### src/rtl/prbs31_burst_ctrl.sv
// prbs31_burst_ctrl: seeds, gates and qualifies an external PRBS31 generator.
// Optional one-shot error injection is enabled by defining PRBS_ERR_INJ_EN.
module prbs31_burst_ctrl #(
    parameter int LEN_W = 16,
    parameter int GAP_W = 8,
    parameter int CNT_W = 8
) (
    input  logic             clk,
    input  logic             rst_n,
    input  logic             start,
    input  logic             abort,
    input  logic [30:0]      seed,
    input  logic [LEN_W-1:0] burst_len,
    input  logic [GAP_W-1:0] gap_len,
    input  logic [CNT_W-1:0] num_bursts,
`ifdef PRBS_ERR_INJ_EN
    input  logic             err_inj,
    input  logic [LEN_W-1:0] err_pos,
`endif
    output logic             gen_load,
    output logic [30:0]      gen_seed,
    output logic             gen_en,
    input  logic             gen_bit,
    output logic             bit_out,
    output logic             bit_valid,
    output logic             busy,
    output logic             done,
    output logic [CNT_W-1:0] burst_idx
);

    typedef enum logic [2:0] {
        S_IDLE,
        S_LOAD,
        S_RUN,
        S_GAP,
        S_DONE
    } state_t;

    state_t           state;
    logic [LEN_W-1:0] len_q;
    logic [LEN_W-1:0] bit_cnt;
    logic [GAP_W-1:0] gap_q;
    logic [GAP_W-1:0] gap_cnt;
    logic [CNT_W-1:0] nb_q;
    logic [CNT_W-1:0] idx_next;
    logic             last_bit;
    logic             last_burst;
    logic             gap_end;

    assign idx_next   = burst_idx + CNT_W'(1);
    assign last_bit   = (bit_cnt == len_q - LEN_W'(1));
    assign last_burst = (nb_q != '0) && (idx_next == nb_q);
    assign gap_end    = (gap_cnt == gap_q - GAP_W'(1));

    // Burst sequencer FSM with registered outputs; rst_n is an active-high sync reset
    always_ff @(posedge clk) begin
        if (rst_n) begin
            state     <= S_IDLE;
            len_q     <= '0;
            bit_cnt   <= '0;
            gap_q     <= '0;
            gap_cnt   <= '0;
            nb_q      <= '0;
            gen_load  <= 1'b0;
            gen_seed  <= 31'd1;
            gen_en    <= 1'b0;
            bit_valid <= 1'b0;
            busy      <= 1'b0;
            done      <= 1'b0;
            burst_idx <= '0;
        end else if (state != S_IDLE && abort) begin
            state     <= S_IDLE;
            gen_load  <= 1'b0;
            gen_en    <= 1'b0;
            bit_valid <= 1'b0;
            busy      <= 1'b0;
            done      <= 1'b0;
        end else begin
            case (state)
                S_IDLE: begin
                    if (start && burst_len != '0) begin
                        state     <= S_LOAD;
                        len_q     <= burst_len;
                        gap_q     <= gap_len;
                        nb_q      <= num_bursts;
                        gen_seed  <= (seed == '0) ? 31'd1 : seed;
                        burst_idx <= '0;
                        gen_load  <= 1'b1;
                        busy      <= 1'b1;
                    end
                end
                S_LOAD: begin
                    state     <= S_RUN;
                    gen_load  <= 1'b0;
                    gen_en    <= 1'b1;
                    bit_valid <= 1'b1;
                    bit_cnt   <= '0;
                end
                S_RUN: begin
                    if (last_bit) begin
                        burst_idx <= idx_next;
                        bit_cnt   <= '0;
                        gap_cnt   <= '0;
                        if (last_burst) begin
                            state     <= S_DONE;
                            gen_en    <= 1'b0;
                            bit_valid <= 1'b0;
                            done      <= 1'b1;
                        end else if (gap_q != '0) begin
                            state     <= S_GAP;
                            gen_en    <= 1'b0;
                            bit_valid <= 1'b0;
                        end
                    end else begin
                        bit_cnt <= bit_cnt + LEN_W'(1);
                    end
                end
                S_GAP: begin
                    if (gap_end) begin
                        state     <= S_RUN;
                        gen_en    <= 1'b1;
                        bit_valid <= 1'b1;
                        bit_cnt   <= '0;
                    end else begin
                        gap_cnt <= gap_cnt + GAP_W'(1);
                    end
                end
                S_DONE: begin
                    state <= S_IDLE;
                    done  <= 1'b0;
                    busy  <= 1'b0;
                end
                default: state <= S_IDLE;
            endcase
        end
    end

`ifdef PRBS_ERR_INJ_EN
    logic             armed;
    logic             inj_act;
    logic [LEN_W-1:0] inj_pos;
    logic             burst_end;
    logic             burst_start;

    assign burst_end   = (state == S_RUN) && last_bit;
    assign burst_start = !abort &&
                         ((state == S_LOAD) ||
                          (state == S_GAP && gap_end) ||
                          (burst_end && !last_burst && gap_q == '0));

    // Arm on err_inj; the arm binds to the next burst start and dies at its end
    always_ff @(posedge clk) begin
        if (rst_n || (abort && state != S_IDLE)) begin
            armed   <= 1'b0;
            inj_act <= 1'b0;
            inj_pos <= '0;
        end else if (burst_start) begin
            inj_act <= armed;
            inj_pos <= err_pos;
            armed   <= err_inj;
        end else begin
            if (burst_end) inj_act <= 1'b0;
            if (err_inj)   armed   <= 1'b1;
        end
    end

    assign bit_out = gen_bit ^ (inj_act && bit_valid && bit_cnt == inj_pos);
`else
    assign bit_out = gen_bit;
`endif

endmodule

### config.mk
export PLATFORM = sky130hd
export DESIGN_NAME = prbs31_burst_ctrl
export DESIGN_NICKNAME = d
export VERILOG_FILES = /design/src/rtl/prbs31_burst_ctrl.sv
export SDC_FILE = /design/constraint.sdc
export NUM_CORES = 1
export LEC_CHECK = 0
export BUFFER_PORTS_ARGS = -buffer_cell sky130_fd_sc_hd__buf_4
export CAP_MARGIN = 40
export CORE_ASPECT_RATIO = 0.6
export CORE_MARGIN = 2
export CORE_UTILIZATION = 40
export CTS_CLUSTER_DIAMETER = 100
export DETAILED_ROUTE_END_ITERATION = 16
export SYNTH_ARGS = -nofsm -noshare
export SYNTH_HDL_FRONTEND = slang
export SYNTH_SLANG_ARGS = --single-unit
### constraint.sdc
create_clock -name clk -period 3.7 [get_ports clk]
set_clock_uncertainty 0.05 [all_clocks]
set_input_delay 0.185 -clock clk [delete_from_list [all_inputs] [get_ports clk]]
set_output_delay 0.185 -clock clk [all_outputs]
set_load 0.05 [all_outputs]
==> qor.yml, run 1 <==
track_usage_pct: 22.05
drc: 0
clockBufferDepth: 2
synthArstFlopShare_pct: 0
post_dp_cell_area_sq_mm: 0.006252
cp_slowest_stage_delay_ns: 0.56
grt_use_met2_pct: 32.62
multiInputGateArea_sq_mm: 0.003032
cts_sinks: 102
yosysUniqueCellTypes: 65
stdcell_area_sq_mm: 0.006535
switchingPower_uw: 981.9
drt-initial-drc-count: 335
utilization_pct: 50.69
synth-compound-area-share_pct: 16.77
critPathBufInv: 1
start_util_pct: 41.08
grt_max_degree: 73
synthToLayoutAreaGrowth_pct: 23.39
whs_ns: 0.02934
fillers: 1281
ant_nets: 0
fin_setup_tns_ns: 0
internal_power_uw: 1911
path_class: "reg -> reg"
p_clk_share_pct: 31.7
seqPwrFrac_pct: 43.1
synth.yosys.seq_area_share_pct: 38.55
synthTopCellsByArea: "dfxtp_1 39%, nand2_1 11%, a21oi_1 7.9%"
rows: 32
synth_top_cell_by_area: "dfxtp_1"
synthAdderAreaFrac_pct: 1.417
hold_viol_final: 0
slew_viol_final: 0
finalPower_uw: 2893
synth_warnings: 0
crit_path_cell_trace: "inv_1 -> ha_1 -> or3b_2 -> or3_1 -> a21oi_1 -> o32ai_1 -> nor4b_4 -> a21oi_2 -> or4_1 -> a21oi_1"
ioPinCount: 113
cp-start-kind: "register"
grt_pass1_vias: 4916
layout_commonest_cell: "nand2_1"
setup_violations: 0
crit_required_ns: 3.92
synthSimpleGateAreaFrac_pct: 30.14
layout-drive-gt1-share_pct: 19.08
seqCellArea_sq_mm: 0.002042
drtPass1Iterations: 5
totalWireLength_mm: 15.67
ir_drop_uv: 262.8
finalCritPeriodShare_pct: 89.28
synth-seq-cells: 102
synth_top_family_by_area: "simple AND/OR/NAND/NOR gates"
grt_antenna_before_repair: 1
hold_class: "in -> reg"
avgSynthCellArea_sq_um: 7.721
layout_min_cycle_time_ns: 3.303
slowest_stage: "or4_1"
synthMuxAreaShare_pct: 0.4016
synth_top_area_share_pct: 38.55
cpLargestDelayFamily: "simple AND/OR/NAND/NOR gates"
grt_pass1_wl_mm: 25.32
gr-max-usage-layer: "met2"
synth_xor_area_share_pct: 8.268
arrival_ns: 3.52
max_freq_ghz: 0.3027
hpwlAfterDp_mm: 11.70
die_y_um: 93.13
clock_latency_ns: 0.35
wl_per_cell_um: 16.47
grt_use_met1_pct: 31.37
synth_nets: 760
htreeDepth: 3
worst_slew_pin_slew_ns: 0.7886
dieArea_sq_mm: 0.01421
clk_pin_slew_ns: 0.08
syn_inst: 686
gp_congestion: 0.8872
grtUsageMet3_pct: 7.090
power_density_mw_per_mm2: 442.7
diodes: 0
clock-root-buffer: "clkbuf_16"
status: "complete, no violations"
cap_violations: 0
switching_share_pct: 33.94
syn_area_sq_mm: 0.005296
cts_buffers: 9
pwr-share-comb_pct: 25.2
port_buffers: 110
final_cell_mix: "150 x nand2_1, 116 x buf_4, 102 x dfxtp_1"
relSlewSlack_pct: 47.42
cts_setup_buffers: 0
chipWidth_um: 152.6
rsz0062_at_grt: "false"
end_kind: "register"
cts-resized-gates: 0
synth_edf_count: 0
ys.flop_type: "dfxtp_1"
hold_buffers: 0
dr_total_vias: 5277
power.leakage_uw: 0.002490
grt_overflow: 0
cp_max_fo: 16
cts_tree: "built"
core_sq_mm: 0.01289
nets: 850
critPathMostFrequentCell: "a21oi_1"
viasPerCell: 5.549
cells in the mapped netlist, types with 2 or more instances:
library cell	number
a211oi_1	3
buf_4	2
nand2b_1	4
a311oi_1	2
a2111oi_0	4
clkbuf_1	33
xor2_1	14
and2_1	2
nor3_1	18
xnor2_1	36
nand2_1	150
o211ai_1	4
nand3_1	17
o2bb2ai_1	2
or3_1	4
nor2_1	42
a21oi_1	84
nor3b_1	2
o31ai_1	9
buf_2	2
a31oi_1	5
nor2b_1	3
or4_1	11
o32ai_1	2
o21ai_0	14
dfxtp_1	102
ha_1	6
nand4_1	13
nor4b_4	2
a21o_1	5
inv_1	20
and3_1	6
nor4_1	26
nor4b_1	3
or2_2	4
cell type report:
type                    instances  area share, %
multi-input cells             526          46.39
well taps                     170          3.255
repair buffers                117          13.63
flip-flops and latches        102          31.25
clock inverters                 6         0.8233
inverters                      20          1.149
clock buffers                  10          3.504
metrics by stage:
stage | cells | setup WS [ns]
4_1_cts | 951 | 0.4088
3_3_place_gp | 935 | 0.5723
3_5_place_dp | 935 | 0.4396
2_1_floorplan | 686 | 0.7108
6_report | 951 | 0.3968
5_1_grt | 951 | 0.2177
flip-flops by register name, summed over array words and instances (netlist names), 3 cells and up:
name and flops:
len_q 16, gap_q 8, nb_q 8, gap_cnt 8
bit_cnt 16, burst_idx 8, gen_seed 31, state 3
per-layer routing:
metal	share of wire, %	vias to the layer above
met5	0.064	-
met3	9.9	17
met4	0.91	2
met2	40	190
li1	-	2609
met1	49	2459
worst register-to-register path: cells and delay by family (launching register included):
family	cells	cell delay (ns)
compound gates	4	0.71
fa+ha+maj	1	0.25
buf+inv	1	0.08
flops	1	0.38
simple gates	4	1.74
power by group through the flow:
stage / Combinational [uW] / Clock (uW) / Sequential, uW
6_report: 729 / 917 / 1250
5_1_grt: 795 / 983 / 1260
4_1_cts: 728 / 932 / 1250
3_5_place_dp: 726 / 0 / 1270
3_3_place_gp: 709 / 0 / 1270
2_1_floorplan: 397 / 0 / 1360
cell families after synthesis:
family	Yosys count
compound gates	148
flops	102
simple gates	320
buf+inv	58
mux	2
fa+ha+maj	6
xor+xnor	50
worst paths after layout:
path            startpoint            to  slack [ns]  depth (start not counted)
min reg2reg   gen_seed[28]  gen_seed[28]        0.41                          2
max reg2reg       len_q[0]    gap_cnt[6]        0.40                         10
min          num_bursts[4]       nb_q[4]        0.03                          3
max               len_q[0]    gap_cnt[6]        0.40                         10
Power figures use the tool's default switching activity.
==> inputs of run 2 (changes only) <==
--- a/config.mk
+++ b/config.mk
@@ -5,6 +5,7 @@
 export SDC_FILE = /design/constraint.sdc
 export NUM_CORES = 1
 export LEC_CHECK = 0
+export ABC_AREA = 1
 export BUFFER_PORTS_ARGS = -buffer_cell sky130_fd_sc_hd__buf_4
 export CAP_MARGIN = 40
 export CORE_ASPECT_RATIO = 0.6
==> constraint.sdc (replaced) <==
create_clock -name clk -period 3.7 [get_ports clk]
set_clock_uncertainty 0.05 [all_clocks]
set_input_delay 0.185 -clock clk [delete_from_list [all_inputs] [get_ports clk]]
set_output_delay 0.185 -clock clk [all_outputs]
set_load 0.02 [all_outputs]
==> qor.yml, run 2 <==
finalPower_uw: 5109
chipWidth_um: 159.4
track_usage_pct: 21.81
cts_sinks: 102
cts_buffers: 9
power.leakage_uw: 0.003157
switching_share_pct: 45.79
cts_tree: "built"
p_clk_share_pct: 19.4
fin_setup_tns_ns: 0
syn_area_sq_mm: 0.005796
clk_pin_slew_ns: 0.07
clockBufferDepth: 2
clock_latency_ns: 0.35
synth_top_cell_by_area: "dfxtp_1"
path_class: "reg -> reg"
totalWireLength_mm: 16.57
status: "complete, no violations"
switchingPower_uw: 2339
synthTopCellsByArea: "dfxtp_1 35%, nand2_1 16%, nor2_1 7.6%"
max_freq_ghz: 0.3490
synthArstFlopShare_pct: 0
cp_max_fo: 21
ioPinCount: 113
synthToLayoutAreaGrowth_pct: 22.26
power_density_mw_per_mm2: 721.0
seqPwrFrac_pct: 30.8
relSlewSlack_pct: 44.07
slew_viol_final: 0
rows: 34
htreeDepth: 3
synth_nets: 983
worst_slew_pin_slew_ns: 0.8380
wl_per_cell_um: 13.72
hpwlAfterDp_mm: 12.59
post_dp_cell_area_sq_mm: 0.006761
largest-register: "gen_seed"
arrival_ns: 3.06
start_util_pct: 40.43
viasPerCell: 4.893
synth-seq-cells: 102
cp-start-kind: "register"
gp_congestion: 0.8809
crit_required_ns: 3.89
synth.yosys.seq_area_share_pct: 35.23
layout_min_cycle_time_ns: 2.866
grt_overflow: 0
avgSynthCellArea_sq_um: 6.376
rsz0062_at_grt: "false"
layout_commonest_cell: "nand2_1"
grt_max_degree: 42
synth_warnings: 0
yosysUniqueCellTypes: 35
hold_viol_final: 0
drc: 0
ant_nets: 0
drtPass1Iterations: 5
layout-drive-gt1-share_pct: 16.34
clock-root-buffer: "clkbuf_16"
hold_class: "in -> reg"
grt_pass1_wl_mm: 27.51
top_regs: "gen_seed (31), bit_cnt (16), len_q (16)"
dieArea_sq_mm: 0.01550
dr_total_vias: 5911
ys.flop_type: "dfxtp_1"
yosysMostFrequentCell: "nand2_1"
syn_inst: 909
core_sq_mm: 0.01434
synth_edf_count: 0
grt_pass1_vias: 5274
drt-initial-drc-count: 381
end_kind: "register"
setup_violations: 0
nets: 1079
finalCritPeriodShare_pct: 77.45
grt_antenna_before_repair: 0
synth_common_cells: "244 x nand2_1, 117 x nor2_1, 102 x dfxtp_1, 88 x inv_1, 79 x a21oi_1"
final_cell_mix: "244 x nand2_1, 117 x nor2_1, 117 x buf_4"
pwr-share-comb_pct: 49.8
cts_setup_buffers: 0
ir_drop_uv: 351.2
stdcell_area_sq_mm: 0.007086
internal_power_uw: 2769
utilization_pct: 49.42
synth_top_area_share_pct: 35.23
port_buffers: 110
cap_violations: 0
die_y_um: 97.24
largest_reg_flops: 31
diodes: 0
## run 2: changes by cell type in the layout (fill, tap and decap cells not counted), sizes merged, moves of 16 or more
| cell | before | now |
|---|---|---|
| o21ai | 16 | 51 |
| nor2 | 42 | 132 |
| nand2 | 151 | 253 |
| inv | 23 | 95 |
| nand3 | 17 | 78 |
| xnor2 | 36 | 14 |
| nor4 | 28 | 12 |
## run 2: per-stage QoR
stage | setup WS (ns) | hold WS (ns) | cells
6_report | 0.8345 | 0.01676 | 1208
3_3_place_gp | 1.016 | 0.3201 | 1190
4_1_cts | 0.8345 | 0.008541 | 1208
2_1_floorplan | 1.663 | 0.2699 | 909
3_5_place_dp | 0.9083 | 0.3201 | 1190
5_1_grt | 0.4721 | 0.007477 | 1208
## run 2: worst paths after layout
check | startpoint | end | slack, ns | cells past startpoint
setup / recovery | gap_q[0] | bit_cnt[8] | 0.83 | 15
hold / removal | seed[10] | gen_seed[10] | 0.02 | 3
setup reg to reg | gap_q[0] | bit_cnt[8] | 0.83 | 15
hold reg to reg | done | done | 0.40 | 2
## run 2: worst max-delay path, stage by stage (launching register included)
cell	delay, ns
dfxtp_1	0.32
inv_1	0.16
ha_1	0.22
nand2_1	0.10
nor2_1	0.19
inv_1	0.06
nand2_1	0.06
nand3_1	0.07
nor2_1	0.12
nand3_1	0.15
nand2_1	0.12
nand2_1	0.07
nor2_2	0.63
nand2_1	0.15
nand2_2	0.21
nor2_1	0.08
## run 2: logic make-up (layout without fill, tap and decap cells)
group                      Yosys count  after routing  synth area share (%)
adders and majority gates            6              6                 1.295
AOI/OAI and AO/OA                  136            136                 12.00
and+or+nand+nor                    509            509                 38.30
xor gates and xnor gates            29             29                 4.383
DFF                                102            102                 35.23
buffers and inverters              127            228                 8.786
## run 2: metal layers
layer / share of wire [%] / up-vias / GRT usage [%]
li1: - / 3120 / -
met5: 0 / - / 0
met2: 36 / 131 / 27.39
met4: 1.3 / 0 / 5.385
met1: 57 / 2642 / 36.33
met3: 5.2 / 18 / 4.055
## run 2: what timing repair did
item | in CTS | in global routing
hold buffers | 2 | 0
resized for setup | 0 | 0
hold endpoints to repair | 2 | 0
## run 2: final cells by class
cell class | count | area [sq um]
Fill cell | 1495 | 7251
Multi-Input combinational cell | 680 | 3244
Sequential cell | 102 | 2042
Timing Repair Buffer | 119 | 898.4
Inverter | 93 | 349.1
Tap cell | 198 | 247.7
Clock buffer | 9 | 225.2
Clock inverter | 7 | 78.83
## run 2: power groups by stage
stage          sequential (uW)  clock, uW  combinational [uW]
6_report                  1570        989                2550
5_1_grt                   1620       1050                2880
4_1_cts                   1570       1010                2540
3_5_place_dp              1600          0                2520
3_3_place_gp              1590          0                2520
2_1_floorplan             1690          0                1720
